<file path="config.mk">
export PLATFORM = sky130hd
export DESIGN_NAME = param_stack_calc
export DESIGN_NICKNAME = d
export VERILOG_FILES = /design/src/rtl/param_stack_calc.sv
export SDC_FILE = /design/constraint.sdc
export NUM_CORES = 1
export LEC_CHECK = 0
export CORE_AREA = 8 8 99 101
export CTS_CLUSTER_DIAMETER = 60
export DETAILED_ROUTE_END_ITERATION = 10
export DIE_AREA = 0 0 107 109
export HOLD_SLACK_MARGIN = 0.02
export PLACE_DENSITY = 0.81
export SYNTH_ARGS = -nofsm -noshare
export SYNTH_HDL_FRONTEND = slang
export SYNTH_SLANG_ARGS = --single-unit
export TNS_END_PERCENT = 100
</file>
<file path="constraint.sdc">
create_clock -name clk -period 7.4 [get_ports clk]
set_input_delay 2.22 -clock clk [delete_from_list [all_inputs] [get_ports clk]]
set_output_delay 2.22 -clock clk [all_outputs]
set_load 0.05 [all_outputs]
</file>
<file path="src/rtl/param_stack_calc.sv">
// Parameterised stack calculator: IDLE/EXEC(/WB2) sequencer over a DEPTH x WIDTH stack.
// Define PARAM_STACK_CALC_MULDIV_EN to build the multiply/divide path with its WB2 state.
module param_stack_calc #(
    parameter int WIDTH = 4,
    parameter int DEPTH = 8
) (
    input  logic                       clk,
    input  logic                       rst,
    input  logic                       op_valid,
    output logic                       op_ready,
    input  logic [3:0]                 opcode,
    input  logic [WIDTH-1:0]           operand,
    output logic [WIDTH-1:0]           top,
    output logic [WIDTH-1:0]           second,
    output logic [$clog2(DEPTH+1)-1:0] depth,
    output logic [2*WIDTH-1:0]         out_reg,
    output logic                       carry_flag,
    output logic                       error_flag
);
    localparam int PW = $clog2(DEPTH + 1);
    localparam int IW = $clog2(DEPTH);

    localparam logic [1:0] S_IDLE = 2'd0;
    localparam logic [1:0] S_EXEC = 2'd1;
    localparam logic [1:0] S_WB2  = 2'd2;

    localparam logic [3:0] OP_PUSH = 4'h1;
    localparam logic [3:0] OP_POP  = 4'h2;
    localparam logic [3:0] OP_OUTL = 4'h3;
    localparam logic [3:0] OP_OUTH = 4'h4;
    localparam logic [3:0] OP_SWAP = 4'h5;
    localparam logic [3:0] OP_DUP  = 4'h6;
    localparam logic [3:0] OP_ADD  = 4'h7;
    localparam logic [3:0] OP_SUB  = 4'h8;
    localparam logic [3:0] OP_MULT = 4'h9;
    localparam logic [3:0] OP_DIV  = 4'hA;
    localparam logic [3:0] OP_CLFL = 4'hB;
    localparam logic [3:0] OP_AND  = 4'hC;
    localparam logic [3:0] OP_OR   = 4'hD;
    localparam logic [3:0] OP_XOR  = 4'hE;
    localparam logic [3:0] OP_NOT  = 4'hF;

    logic [1:0]           state_q, state_d;
    logic [PW-1:0]        depth_q, depth_d;
    logic [2*WIDTH-1:0]   out_q, out_d;
    logic                 carry_q, carry_d;
    logic                 err_q, err_d;
    logic [3:0]           opc_q;
    logic [WIDTH-1:0]     opd_q;
    logic [WIDTH-1:0]     mem_q [DEPTH];

    logic                 wa_en, wb_en;
    logic [IW-1:0]        wa_idx, wb_idx;
    logic [WIDTH-1:0]     wa_val, wb_val;

    logic [IW-1:0]        idx0, idx1, idx_free;
    logic [WIDTH-1:0]     v0, v1;
    logic                 has1, has2, full;
    logic [WIDTH:0]       sum, diff;

`ifdef PARAM_STACK_CALC_MULDIV_EN
    logic [WIDTH-1:0]     res_q, res_d;
    logic [2*WIDTH-1:0]   prod;
`endif

    assign idx0     = IW'(depth_q - PW'(1));
    assign idx1     = IW'(depth_q - PW'(2));
    assign idx_free = IW'(depth_q);
    assign v0       = mem_q[idx0];
    assign v1       = mem_q[idx1];
    assign has1     = (depth_q >= PW'(1));
    assign has2     = (depth_q >= PW'(2));
    assign full     = (depth_q == PW'(DEPTH));
    assign sum      = {1'b0, v1} + {1'b0, v0};
    // Bit WIDTH of the widened difference is the borrow, i.e. v1 < v0.
    assign diff     = {1'b0, v1} - {1'b0, v0};

    assign op_ready   = (state_q == S_IDLE);
    assign top        = has1 ? v0 : '0;
    assign second     = has2 ? v1 : '0;
    assign depth      = depth_q;
    assign out_reg    = out_q;
    assign carry_flag = carry_q;
    assign error_flag = err_q;

    always_comb begin
        state_d = state_q;
        depth_d = depth_q;
        out_d   = out_q;
        carry_d = carry_q;
        err_d   = err_q;
        wa_en   = 1'b0;
        wa_idx  = idx0;
        wa_val  = v0;
        wb_en   = 1'b0;
        wb_idx  = idx1;
        wb_val  = v1;
`ifdef PARAM_STACK_CALC_MULDIV_EN
        res_d   = res_q;
        prod    = {{WIDTH{1'b0}}, v1} * {{WIDTH{1'b0}}, v0};
`endif
        case (state_q)
            S_IDLE: begin
                if (op_valid) state_d = S_EXEC;
            end
            S_EXEC: begin
                state_d = S_IDLE;
                case (opc_q)
                    OP_PUSH: begin
                        if (full) err_d = 1'b1;
                        else begin
                            wa_en = 1'b1; wa_idx = idx_free; wa_val = opd_q;
                            depth_d = depth_q + PW'(1);
                        end
                    end
                    OP_POP: begin
                        if (!has1) err_d = 1'b1;
                        else depth_d = depth_q - PW'(1);
                    end
                    OP_OUTL: begin
                        if (!has1) err_d = 1'b1;
                        else out_d[WIDTH-1:0] = v0;
                    end
                    OP_OUTH: begin
                        if (!has1) err_d = 1'b1;
                        else out_d[2*WIDTH-1:WIDTH] = v0;
                    end
                    OP_SWAP: begin
                        if (!has2) err_d = 1'b1;
                        else begin
                            wa_en = 1'b1; wa_val = v1;
                            wb_en = 1'b1; wb_val = v0;
                        end
                    end
                    OP_DUP: begin
                        if (!has1 || full) err_d = 1'b1;
                        else begin
                            wa_en = 1'b1; wa_idx = idx_free; wa_val = v0;
                            depth_d = depth_q + PW'(1);
                        end
                    end
                    OP_ADD, OP_SUB, OP_AND, OP_OR, OP_XOR: begin
                        if (!has2) err_d = 1'b1;
                        else begin
                            wb_en   = 1'b1;
                            depth_d = depth_q - PW'(1);
                            case (opc_q)
                                OP_ADD:  begin wb_val = sum[WIDTH-1:0];  carry_d = sum[WIDTH];  end
                                OP_SUB:  begin wb_val = diff[WIDTH-1:0]; carry_d = diff[WIDTH]; end
                                OP_AND:  wb_val = v1 & v0;
                                OP_OR:   wb_val = v1 | v0;
                                default: wb_val = v1 ^ v0;
                            endcase
                        end
                    end
                    OP_NOT: begin
                        if (!has1) err_d = 1'b1;
                        else begin
                            wa_en = 1'b1; wa_val = ~v0;
                        end
                    end
                    OP_CLFL: begin
                        carry_d = 1'b0;
                        err_d   = 1'b0;
                    end
`ifdef PARAM_STACK_CALC_MULDIV_EN
                    // Low half / remainder lands now; the high half / quotient follows in WB2.
                    OP_MULT: begin
                        if (!has2) err_d = 1'b1;
                        else begin
                            wb_en = 1'b1; wb_val = prod[WIDTH-1:0];
                            depth_d = depth_q - PW'(1);
                            res_d   = prod[2*WIDTH-1:WIDTH];
                            state_d = S_WB2;
                        end
                    end
                    OP_DIV: begin
                        if (!has2 || v0 == '0) err_d = 1'b1;
                        else begin
                            wb_en = 1'b1; wb_val = v1 % v0;
                            depth_d = depth_q - PW'(1);
                            res_d   = v1 / v0;
                            state_d = S_WB2;
                        end
                    end
`else
                    OP_MULT, OP_DIV: err_d = 1'b1;
`endif
                    default: ;
                endcase
            end
`ifdef PARAM_STACK_CALC_MULDIV_EN
            S_WB2: begin
                state_d = S_IDLE;
                wa_en   = 1'b1; wa_idx = idx_free; wa_val = res_q;
                depth_d = depth_q + PW'(1);
            end
`endif
            default: state_d = S_IDLE;
        endcase
    end

    always_ff @(posedge clk or posedge rst) begin
        if (rst) begin
            state_q <= S_IDLE;
            depth_q <= '0;
            out_q   <= '0;
            carry_q <= 1'b0;
            err_q   <= 1'b0;
        end else begin
            state_q <= state_d;
            depth_q <= depth_d;
            out_q   <= out_d;
            carry_q <= carry_d;
            err_q   <= err_d;
        end
    end

    // Datapath storage carries no reset; the pointer alone defines which entries are live.
    always_ff @(posedge clk) begin
        if (op_valid && op_ready && !rst) begin
            opc_q <= opcode;
            opd_q <= operand;
        end
        if (!rst && wa_en) mem_q[wa_idx] <= wa_val;
        if (!rst && wb_en) mem_q[wb_idx] <= wb_val;
`ifdef PARAM_STACK_CALC_MULDIV_EN
        res_q <= res_d;
`endif
    end

endmodule

</file>
==> results of run 1 <==
-- per-stage QoR --
stage | instances | hold WS (ns)
after global placement | 532 | 0.462
after floorplan | 415 | 0.721
after global routing | 540 | 0.516
final | 540 | 0.489
after CTS | 540 | 0.497
after detailed placement | 532 | 0.474
-- how the worst max path moves through the flow --
stage              from     end  slack [ns]  cells past startpoint
6_report       depth[1]  top[1]        0.76                      7
5_1_grt        depth[1]  top[1]        0.47                      7
4_1_cts        depth[1]  top[1]        0.81                      7
3_5_place_dp   depth[1]  top[1]        1.16                      7
3_3_place_gp   depth[1]  top[1]        1.39                      7
2_1_floorplan  depth[0]  top[1]        2.03                      9
-- synth_stat cells, types with 3 or more instances --
cell and number:
nor3_1 17, o31ai_1 9, ha_1 25, nand2_1 29
buf_2 11, dfrtp_1 15, o21ai_0 16, clkbuf_1 9
mux4_2 16, inv_1 16, o22ai_1 7, nor2_1 23
and2_1 4, a31oi_1 9, a22oi_1 11, nor2b_1 15
a32oi_1 5, nand3_1 4, a21boi_0 3, edfxtp_1 40
nand2b_1 3, o211ai_1 5, and4_1 9, a21oi_1 18
mux2i_1 17, a21oi_2 3, mux2_2 7, xnor2_1 4
nand4_1 10
-- layout make-up --
cell class | count | area [sq um]
flip-flops and latches | 55 | 1580
multi-input cells | 319 | 2660
repair buffers | 34 | 338
clock buffers | 5 | 68.8
fillers | 699 | 3480
clock inverters | 3 | 71.3
inverters | 16 | 60.1
well taps | 108 | 135
-- tightest hold or removal path: stages, from the launching register on --
cell	delay, ns
dfrtp_1	0.36
nand2_1	0.04
o21ai_0	0.06
-- logic make-up (layout without fill, tap and decap cells) --
logic type | count (synthesis) | count (layout) | synth area share
adder cells (fa/ha/maj) | 27 | 27 | 0.0798
flip-flops | 55 | 55 | 0.356
AND/OR/NAND/NOR | 132 | 132 | 0.178
AO/OA/AOI/OAI | 113 | 113 | 0.189
buffers and inverters | 41 | 58 | 0.0433
multiplexers | 40 | 40 | 0.138
XOR/XNOR | 7 | 7 | 0.0156
-- metal layers --
metal,track usage,vias up,wire length (microns)
li1,-,1661,-
met1,0.257,1778,4760
met2,0.333,214,5550
met3,0.0378,21,1040
met4,0.0683,0,264
met5,0,-,0
==> flow_metrics.env, run 1 <==
export IMPL_cts_tree="yes"
export IMPL_start_kind="flop"
export IMPL_hold_class="flop to flop"
export IMPL_synth_seq_area_share=0.356
export IMPL_htree_levels=2
export IMPL_yosys_warnings=0
export IMPL_antenna_found_initial=0
export IMPL_slowest_stage="dfrtp_1"
export IMPL_rsz0062_at_grt="no"
export IMPL_r2r_cells=11
export IMPL_post_cts_buffers=0
export IMPL_cp_max_fo=19
export IMPL_wl_per_cell_microns=21.5
export IMPL_grt_pass1_wl_microns=18400
export IMPL_wl_microns=11600
export IMPL_synth_edf_count=40
export IMPL_die_area_sq_um=11700
export IMPL_syn_mean_instance_area_sq_um=10.7
export IMPL_critical_path_max_stage_delay_ns=0.96
export IMPL_skew_ns=0.00515
export IMPL_critPathArrivalTime_ns=4.42
export IMPL_synthArstFlopShare=0.273
export IMPL_cts_hold_buf=0
export IMPL_place_area_sq_um=4760
export IMPL_via_per_inst=6.80
export IMPL_rr_endpoint="mem_q[5][2]"
export IMPL_clockRootBuffer="clkbuf_8"
export IMPL_final_common_cell="edfxtp_1"
export IMPL_worst_ep_required_time_ns=5.18
export IMPL_final_cell_mix="edfxtp_1 (40), clkdlybuf4s50_1 (33), nand2_1 (29), ha_1 (25), nor2_1 (23)"
export IMPL_tns_ns=0
export IMPL_hp_start="out_reg[1]"
export IMPL_fin_util=0.585
export IMPL_layout_nets=469
export IMPL_worst_slack_ns=0.761
export IMPL_place_worst_setup_slack_ns=1.16
export IMPL_drt_antenna_violating_nets=0
export IMPL_synth_ff_type="edfxtp_1"
export IMPL_drt_drc_violations_left=0
export IMPL_cp_cell_sequence="inv_1 > ha_1 > mux4_2 > mux2i_1 > inv_1 > ha_1 > clkdlybuf4s50_1"
export IMPL_vias=3674
export IMPL_grt_ovfl_total=0
export IMPL_synth_cell_type_count=71
export IMPL_grt_total_usage=0.200
export IMPL_max_cap_violations=0
export IMPL_finalHoldViolations=0
export IMPL_r2r_start="depth[1]"
export IMPL_max_freq_mhz=151
export IMPL_fp_row_count=34
export IMPL_crit_type="flop to primary output"
export IMPL_cts_buffer_depth=2
export IMPL_design_core_area_sq_um=8380
export IMPL_path_delay_family="buffers and inverters"
export IMPL_path_clk_slew_ns=0.10
export IMPL_netlist_area_sq_um=4420
export IMPL_cts_sinks=55
export IMPL_die_h_microns=109
export IMPL_first_pass_iters=5
export IMPL_routabilityCongestion=0.958
export IMPL_largest_reg_flops=32
export IMPL_cts_resized=0
export IMPL_synth_area_leaders="edfxtp_1 (27%), dfrtp_1 (8.5%), mux4_2 (8.1%)"
export IMPL_dp_hpwl_microns=8650
export IMPL_ys_ff_latch=55
export IMPL_critPathBufInv=3
export IMPL_setup_viol=0
export IMPL_grt_pass1_vias=3504
export IMPL_worst_pin_slew_ns=1.20
export IMPL_initial_utilization=0.528
export IMPL_dieWidth_microns=107
export IMPL_synthesis_instances=415
export IMPL_reg2reg_slack_ns=2.23
export IMPL_min_to="out_reg[1]"
export IMPL_end_kind="primary output"
export IMPL_yosys_area_top_type="edfxtp_1"
export IMPL_yosys_area_top_type_share=0.272
export IMPL_hold_depth=2
export IMPL_num_io_pins=34
export IMPL_num_antenna_cells=0
export IMPL_port_buffer_count=33
export IMPL_slew_headroom=0.199
export IMPL_fin_area_sq_um=4900
export IMPL_finalCritPeriodShare=0.897
export IMPL_grt_max_degree=32
export IMPL_dr_first_iter_drc_count=395
export IMPL_slew_viol_final=0
export IMPL_clkLatencyLatePin_ns=0.32
export IMPL_status="completed"
export IMPL_cts_made_buffers=5
export IMPL_synth_fp_nets=453
export IMPL_fin_crit_ns=6.64
export IMPL_layout_drive_gt1_share=0.125
export IMPL_syn_to_final_growth_pct=10.9
Power of run 1 is left out: the tool's default activity adds up to more than one toggle a clock period on the data nets, which glitch-free logic cannot reach.
==> inputs of run 2 (changes only) <==
Settings changed: CTS_CLUSTER_DIAMETER 60 to 150.
==> results of run 2 <==
Same layout as run 1: the final DEF is identical, and so are final timing and power.
Power of run 2 is left out for the same reason.
